File: src/rtl/vga_pkg.sv
// Timing constants and RGB565 field layout for the 640x480@60 Hz display stage.
// Shared by the sync counter and the output stage.
package vga_pkg;

   localparam int H_ACTIVE   = 640;
   localparam int H_FP       = 16;
   localparam int H_SYNC     = 96;
   localparam int H_BP       = 48;
   localparam int H_TOTAL    = H_ACTIVE + H_FP + H_SYNC + H_BP;

   localparam int V_ACTIVE   = 480;
   localparam int V_FP       = 10;
   localparam int V_SYNC     = 2;
   localparam int V_BP       = 33;
   localparam int V_TOTAL    = V_ACTIVE + V_FP + V_SYNC + V_BP;

   localparam int FRAME_LINE = 492;
   localparam int STRETCH    = 4;

   localparam int HS_START   = H_ACTIVE + H_FP;
   localparam int HS_END     = HS_START + H_SYNC - 1;
   localparam int VS_START   = V_ACTIVE + V_FP;
   localparam int VS_END     = VS_START + V_SYNC - 1;

   localparam int CNT_W      = 10;

   // RGB565 bit positions inside a pixel word after the byte swap.
   localparam int R_MSB = 15;
   localparam int R_LSB = 11;
   localparam int G_MSB = 10;
   localparam int G_LSB = 5;
   localparam int B_MSB = 4;
   localparam int B_LSB = 0;

   typedef struct packed {
      logic [4:0] r;
      logic [5:0] g;
      logic [4:0] b;
   } rgb565_t;

   // The row buffer delivers each pixel with its two bytes exchanged.
   function automatic logic [15:0] byte_swap(input logic [15:0] word);
      return {word[7:0], word[15:8]};
   endfunction

endpackage

File: src/rtl/vga_sync_counter.sv
// Free-running horizontal/vertical raster counters for the pixel domain.
// The vertical counter advances only on the last cycle of each line.
module vga_sync_counter #(
   parameter int H_TOTAL = vga_pkg::H_TOTAL,
   parameter int V_TOTAL = vga_pkg::V_TOTAL,
   parameter int CNT_W   = vga_pkg::CNT_W
) (
   input  logic             clk_25M,
   input  logic             rst_25M,
   output logic [CNT_W-1:0] h,
   output logic [CNT_W-1:0] v,
   output logic             line_end
);

   localparam logic [CNT_W-1:0] H_LAST = CNT_W'(H_TOTAL - 1);
   localparam logic [CNT_W-1:0] V_LAST = CNT_W'(V_TOTAL - 1);
   localparam logic [CNT_W-1:0] ONE    = CNT_W'(1);

   assign line_end = (h == H_LAST);

   // NOTE: sequential state uses non-blocking assignments so every flop samples
   // pre-edge values; the reset is synchronous, checked only inside the clocked block.
   always_ff @(posedge clk_25M) begin
      if (rst_25M) begin
         h <= '0;
         v <= '0;
      end else if (line_end) begin
         h <= '0;
         v <= (v == V_LAST) ? '0 : v + ONE;
      end else begin
         h <= h + ONE;
      end
   end

endmodule

File: src/rtl/vga_timing_out.sv
// VGA output stage: decodes raster position into sync/blanking, prefetch requests
// and end-of-frame, and registers byte-swapped RGB565 pixels toward the DAC.
module vga_timing_out #(
   parameter int H_ACTIVE   = vga_pkg::H_ACTIVE,
   parameter int H_FP       = vga_pkg::H_FP,
   parameter int H_SYNC     = vga_pkg::H_SYNC,
   parameter int H_BP       = vga_pkg::H_BP,
   parameter int V_ACTIVE   = vga_pkg::V_ACTIVE,
   parameter int V_FP       = vga_pkg::V_FP,
   parameter int V_SYNC     = vga_pkg::V_SYNC,
   parameter int V_BP       = vga_pkg::V_BP,
   parameter int FRAME_LINE = vga_pkg::FRAME_LINE,
   parameter int STRETCH    = vga_pkg::STRETCH
) (
   input  logic        clk_25M,
   input  logic        rst_25M,
   input  logic [15:0] pixel_data,
   output logic [9:0]  vga_h_counter,
   output logic [9:0]  vga_v_counter,
   output logic        start_frame,
   output logic        start_row,
   output logic        frame_end,
   output logic        vga_hsync,
   output logic        vga_vsync,
   output logic        vga_de,
   output logic [4:0]  vga_r,
   output logic [5:0]  vga_g,
   output logic [4:0]  vga_b
);

   import vga_pkg::*;

   localparam int CW    = 10;
   localparam int H_TOT = H_ACTIVE + H_FP + H_SYNC + H_BP;
   localparam int V_TOT = V_ACTIVE + V_FP + V_SYNC + V_BP;

   localparam logic [CW-1:0] HA       = CW'(H_ACTIVE);
   localparam logic [CW-1:0] HA_LAST  = CW'(H_ACTIVE - 1);
   localparam logic [CW-1:0] VA       = CW'(V_ACTIVE);
   localparam logic [CW-1:0] VA_LAST  = CW'(V_ACTIVE - 1);
   localparam logic [CW-1:0] HS_FIRST = CW'(H_ACTIVE + H_FP);
   localparam logic [CW-1:0] HS_LAST  = CW'(H_ACTIVE + H_FP + H_SYNC - 1);
   localparam logic [CW-1:0] VS_FIRST = CW'(V_ACTIVE + V_FP);
   localparam logic [CW-1:0] VS_LAST  = CW'(V_ACTIVE + V_FP + V_SYNC - 1);
   localparam logic [CW-1:0] FL       = CW'(FRAME_LINE);
   localparam logic [CW-1:0] SR_LAST  = CW'(H_ACTIVE + STRETCH - 1);
   localparam logic [CW-1:0] V_LAST   = CW'(V_TOT - 1);

   logic [CW-1:0] h;
   logic [CW-1:0] v;
   logic          line_end;

   vga_sync_counter #(
      .H_TOTAL (H_TOT),
      .V_TOTAL (V_TOT),
      .CNT_W   (CW)
   ) u_counter (
      .clk_25M  (clk_25M),
      .rst_25M  (rst_25M),
      .h        (h),
      .v        (v),
      .line_end (line_end)
   );

   assign vga_h_counter = h;
   assign vga_v_counter = v;

   logic        de_next;
   logic        hsync_next;
   logic        vsync_next;
   logic        start_frame_next;
   logic        start_row_next;
   logic        frame_end_next;
   logic [15:0] px;
   rgb565_t     rgb_next;

   // NOTE: every signal written here gets a default first so no path through the
   // block leaves it unassigned and no latch is inferred.
   always_comb begin
      de_next          = 1'b0;
      hsync_next       = 1'b1;
      vsync_next       = 1'b1;
      start_frame_next = 1'b0;
      start_row_next   = 1'b0;
      frame_end_next   = 1'b0;
      rgb_next         = '0;
      px               = byte_swap(pixel_data);

      de_next    = (h < HA) && (v < VA);
      hsync_next = !((h >= HS_FIRST) && (h <= HS_LAST));
      vsync_next = !((v >= VS_FIRST) && (v <= VS_LAST));

      start_frame_next = (v == FL);
      // Prefetch in the blanking of the line preceding each visible line.
      start_row_next   = (h >= HA) && (h <= SR_LAST) && ((v == V_LAST) || (v < VA_LAST));
      frame_end_next   = (h == HA_LAST) && (v == VA_LAST);

      if (de_next) begin
         rgb_next.r = px[R_MSB:R_LSB];
         rgb_next.g = px[G_MSB:G_LSB];
         rgb_next.b = px[B_MSB:B_LSB];
      end
   end

   always_ff @(posedge clk_25M) begin
      if (rst_25M) begin
         vga_de      <= 1'b0;
         vga_hsync   <= 1'b1;
         vga_vsync   <= 1'b1;
         start_frame <= 1'b0;
         start_row   <= 1'b0;
         frame_end   <= 1'b0;
         vga_r       <= '0;
         vga_g       <= '0;
         vga_b       <= '0;
      end else begin
         vga_de      <= de_next;
         vga_hsync   <= hsync_next;
         vga_vsync   <= vsync_next;
         start_frame <= start_frame_next;
         start_row   <= start_row_next;
         frame_end   <= frame_end_next;
         vga_r       <= rgb_next.r;
         vga_g       <= rgb_next.g;
         vga_b       <= rgb_next.b;
      end
   end

endmodule

File: config.mk
export PLATFORM = sky130hd
export DESIGN_NAME = vga_timing_out
export DESIGN_NICKNAME = d
export VERILOG_FILES = /design/src/rtl/vga_pkg.sv /design/src/rtl/vga_sync_counter.sv /design/src/rtl/vga_timing_out.sv
export SDC_FILE = /design/constraint.sdc
export NUM_CORES = 1
export LEC_CHECK = 0
export ABC_AREA = 1
export CAP_MARGIN = 20
export CORE_ASPECT_RATIO = 0.7
export CORE_UTILIZATION = 50
export DETAILED_ROUTE_END_ITERATION = 7
export PLACE_DENSITY = 0.86
export SYNTH_ARGS = -nofsm -noshare
export SYNTH_HDL_FRONTEND = slang
export SYNTH_HIERARCHICAL = 1
export SYNTH_SLANG_ARGS = --single-unit
File: constraint.sdc
create_clock -name clk_25M -period 3.5 [get_ports clk_25M]
set_clock_uncertainty 0.1 [all_clocks]
set_input_delay 0.525 -clock clk_25M [delete_from_list [all_inputs] [get_ports clk_25M]]
set_output_delay 0.525 -clock clk_25M [all_outputs]
set_load 0.02 [all_outputs]
* Word-level counts from Yosys, hierarchy flattened *
Cells that the tools add are included.

cells by class
  add/subtract/negate cells = 2
  order comparisons = 9
  eq/ne operators = 5
  muxes and demuxes = 1
  bitwise gates (word level) = 1
  reductions and logical operators = 11

operators with widths
  kind                     count
  $eq A10 B10 Y1 const B   3
  $add A10 B1 Y10 const B  2
  $eq A10 B9 Y1 const B    2
  $ge A10 B10 Y1 const B   2
  $le A10 B10 Y1 const B   2
  $lt A10 B9 Y1 const B    2
  $ge A10 B9 Y1 const B    1
  $le A10 B9 Y1 const B    1
  $lt A10 B10 Y1 const B   1
  $mux W10                 1
  $logic_and A1 B1 Y1      6
  $reduce_or A2 Y1         2
  $logic_not A1 Y1         2
  $logic_or A1 B1 Y1       1
  $not A1 Y1               1

word-level totals
  flip-flop bits (word level) = 42
  bits of input ports = 18
  output and inout port bits = 42
  word-level logic and storage cells = 40

* Logic depth before layout (Yosys ltp) *
  depth after elaboration = 4
  gate-level depth with buffers = 9
  mapped depth without buffers = 9

* By module *
The synthesis kept the hierarchy.

modules (own cells, without submodules)
  module            instances  cells an instance  area an instance (um2)  sequential area each (um2)
  vga_sync_counter  1          158                1,084.8                 400.4
  vga_timing_out    1          115                869.6                   440.4

* Least setup slack after synthesis *
Ideal clock, no wire load.

  path type = reg2reg
  from = reg u_counter.h[0]
  to = reg u_counter.v[2]
  library setup time = 0.111 ns
  arrival time = 1.363 ns
  required time = 3.289 ns
  path slack = 1.926 ns
  stages on the path, launching flop included = 9
  buffers on the path = 0
  period minus slack after synthesis = 1.574 ns
  cell sequence = dfxtp_1 ha_1 nand4_4 inv_1 nand2_4 nand2_8 nand2_2 inv_1 nor2_1

between the ends
  word-level cells in the longest chain between the ends = 1

RTL lines
  what                    line                    text
  from (decl)             vga_sync_counter.sv:10  output logic [CNT_W-1:0] h,
  from (signal assigned)  vga_sync_counter.sv:31  h <= h + ONE;
  $eq A10 B10 Y1          vga_sync_counter.sv:19  assign line_end = (h == H_LAST);
  to (signal assigned)    vga_sync_counter.sv:29  v <= (v == V_LAST) ? '0 : v + ONE;
  to (decl)               vga_sync_counter.sv:11  output logic [CNT_W-1:0] v,

No other way between the ends.
A chain may end at the register's enable or synchronous reset.

* Final worst setup path *
  from = reg u_counter.h[7]
  to = out vga_h_counter[7]

RTL lines
  what       line                  text
  to (decl)  vga_timing_out.sv:18  output logic [9:0] vga_h_counter,

No word-level cell between the ends.

==> results.cfg <==
[clock_tree]
ctsHtreeMaxLevel = 2
cts_buffer_depth = 2
clock_latency_ns = 0.29
cts.sinks = 42
cts_resized = 0
cts_setup_buffers = 0
hold_buffers = 0
cts_tree = done
cts_inserted_buffers = 5
root_buffer = clkbuf_8
path_clk_slew_ns = 0.08

[synthesis]
ys_async_sr_fraction_pct = 0
synth_cells = 273
netlist.area_leader.share_pct = 43.02
synth_commonest_cells = nand2_1 (56), inv_1 (51), dfxtp_1 (42), nor2_1 (40), nand3_1 (21)
synth_cell_types = 26
yosysTopAreaCell = dfxtp_1
synthFlopType = dfxtp_1
ys_ff_latch = 42
synth_nets = 294
yosysMostFrequentCell = nand2_1
syn-cell-area_mm2 = 0.001954
syn_avg_cell_area_um2 = 7.159
ys_seq_area_share_pct = 43.02
yosys-top-cells-area = dfxtp_1 (43%), nand2_1 (11%), inv_1 (9.8%)
synth_edf_count = 0
synth_warnings = 6

[worst_setup_path]
path_buf_inv = 1
crit_chain = clkdlybuf4s50_1
cp_data_arrival_time_ns = 1.53
worst-path-stages = 1
crit_family = buffers and inverters
crit_path_top_delay_cell = clkdlybuf4s50_1
end_kind = primary output
r2r.worst_path.cells = 7
cp_slowest_stage_delay_ns = 0.68
crit_fanout = 11
startpoint_type = flip-flop
cp.required_ns = 2.87
timing.reg2reg.setup_slack_ns = 1.76
path_class = reg -> out

[sta]
drv_slew = 0
min_period_ns = 2.156
hold_viol = 0
hold_ws_ns = 0.3918
relSlewSlack_pct = 72.38
max_freq_ghz = 0.4638
setup_violations = 0
period_share_pct = 61.60
fin_tns_setup_ns = 0
worst_slack_ns = 1.344
rsz0062_at_grt = false
worst_pin_slew_ns = 0.4128

[floorplanning]
ios = 60
die_h_um = 54.31
dieArea_mm2 = 0.004167
row_count = 18
initial_utilization_pct = 53.90
die_w_um = 76.73
core_area_mm2 = 0.003626

[placed_design]
preCtsSetupSlack_ns = 1.541
port_buffers = 59
place_inst = 380
dpl.hpwl_mm = 3.617
post_dp_cell_area_mm2 = 0.002585
gp_congestion = 0.8253

[grt]
grt_max_degree = 18
overflow = 0
grt_pass1_vias = 1793
grt.total_usage_pct = 24.41
antenna_found_initial = 0
grt_pass1_wl_mm = 7.707

[final_layout]
fin_area_mm2 = 0.002671
seqCellArea_um2 = 840.8
diodes = 0
drive_gt1_share_pct = 8.876
area_growth_pct = 36.68
instances_no_fill = 388
multi_input_area_um2 = 892.1
fillers = 309
nNetsFinal = 358

[hold_path]
hold_class = reg -> reg
min_path_cells = 1

[detailed_routing]
wire_per_inst_um = 12.18
detail-route-antenna-nets = 0
drc = 0
wirelength_mm = 4.726
routed-via-count = 1936
via_per_inst = 4.990
first_pass_iters = 4
drt-initial-drc-count = 196

[power]
peakVddDrop_mv = 0.2281
leakagePower_nw = 1.164
powerDensity_mw_per_mm2 = 336.8

[run]
cap_violations = 0

[outcome]
status = finished clean
[kinds of logic (layout without fill, tap and decap cells)]
family | Yosys count | in the layout | share of synthesized area [%]
compound gates | 17 | 17 | 4.929
xor+xnor | 2 | 2 | 0.8965
fa+ha+maj | 3 | 3 | 1.921
buf+inv | 55 | 120 | 11.33
flops | 42 | 42 | 43.02
simple gates | 154 | 154 | 37.90
[metal layers]
metal  up-vias  share of wire (%)  GRT usage (%)  routed length (um)
met5         -                  0              0                   0
met1       871                 41          28.82                1954
met4         0               0.99          9.615                  47
met2        97                 45          40.63                2126
li1        962                  -              -                   -
met3         6                 13          10.00                 598
[final timing paths]
check,from,endpoint
setup / recovery,u_counter/h[7],vga_h_counter[7]
hold / removal,u_counter/h[0],u_counter/h[0]
setup reg to reg,u_counter/v[1],u_counter/v[8]
hold reg to reg,u_counter/h[0],u_counter/h[0]
[layout by cell type, fill, tap and decap left out, types with 3 or more instances in the layout]
cell type / Yosys / routed
clkdlybuf4s50_1: 0 / 59
nand2_1: 56 / 56
inv_1: 51 / 51
dfxtp_1: 42 / 42
nor2_1: 40 / 40
nand3_1: 21 / 21
nor2_2: 12 / 12
a21oi_1: 8 / 8
nand4_1: 7 / 7
nor3_1: 6 / 6
o21ai_0: 5 / 5
clkbuf_8: 0 / 5
ha_1: 3 / 3
[worst reg2reg max path, cell delays in order, from the launching register on]
cell and delay, ns:
dfxtp_1 0.50, ha_1 0.24, inv_1 0.06, nor2_1 0.34, nand4_1 0.16, nand2_1 0.10, nand2_1 0.05, a21oi_1 0.13
[flip-flops by register name, indices dropped and copies added (netlist names)]
name and flops:
u_counter/v 10, vga_vsync 1, vga_r 5, start_frame 1, vga_hsync 1, u_counter/h 10
vga_g 6, vga_de 1, vga_b 5, start_row 1, frame_end 1
[layout make-up]
type | count | area share [%]
Clock buffer | 6 | 2.717
Clock inverter | 2 | 0.5152
Inverter | 53 | 7.447
Multi-Input combinational cell | 176 | 33.40
Sequential cell | 42 | 31.48
Tap cell | 50 | 2.342
Timing Repair Buffer | 59 | 22.11
[metrics by stage]
step | total power, W | util [%]
floorplan | 0.0005525 | -
global placement | 0.0006009 | 71.29
detailed placement | 0.0006037 | 71.29
CTS | 0.0009090 | 73.67
global route | 0.0009359 | 73.67
finish | 0.0008996 | 73.67
[power breakdown]
group	leakage (nW)	internal (W)	switching, W
combinational	0.775	0.0000484	0.0000463
clock	0.0452	0.000141	0.000167
sequential	0.344	0.000491	0.00000657
total	1.16	0.000680	0.000220
Power figures use the tool's default switching activity.
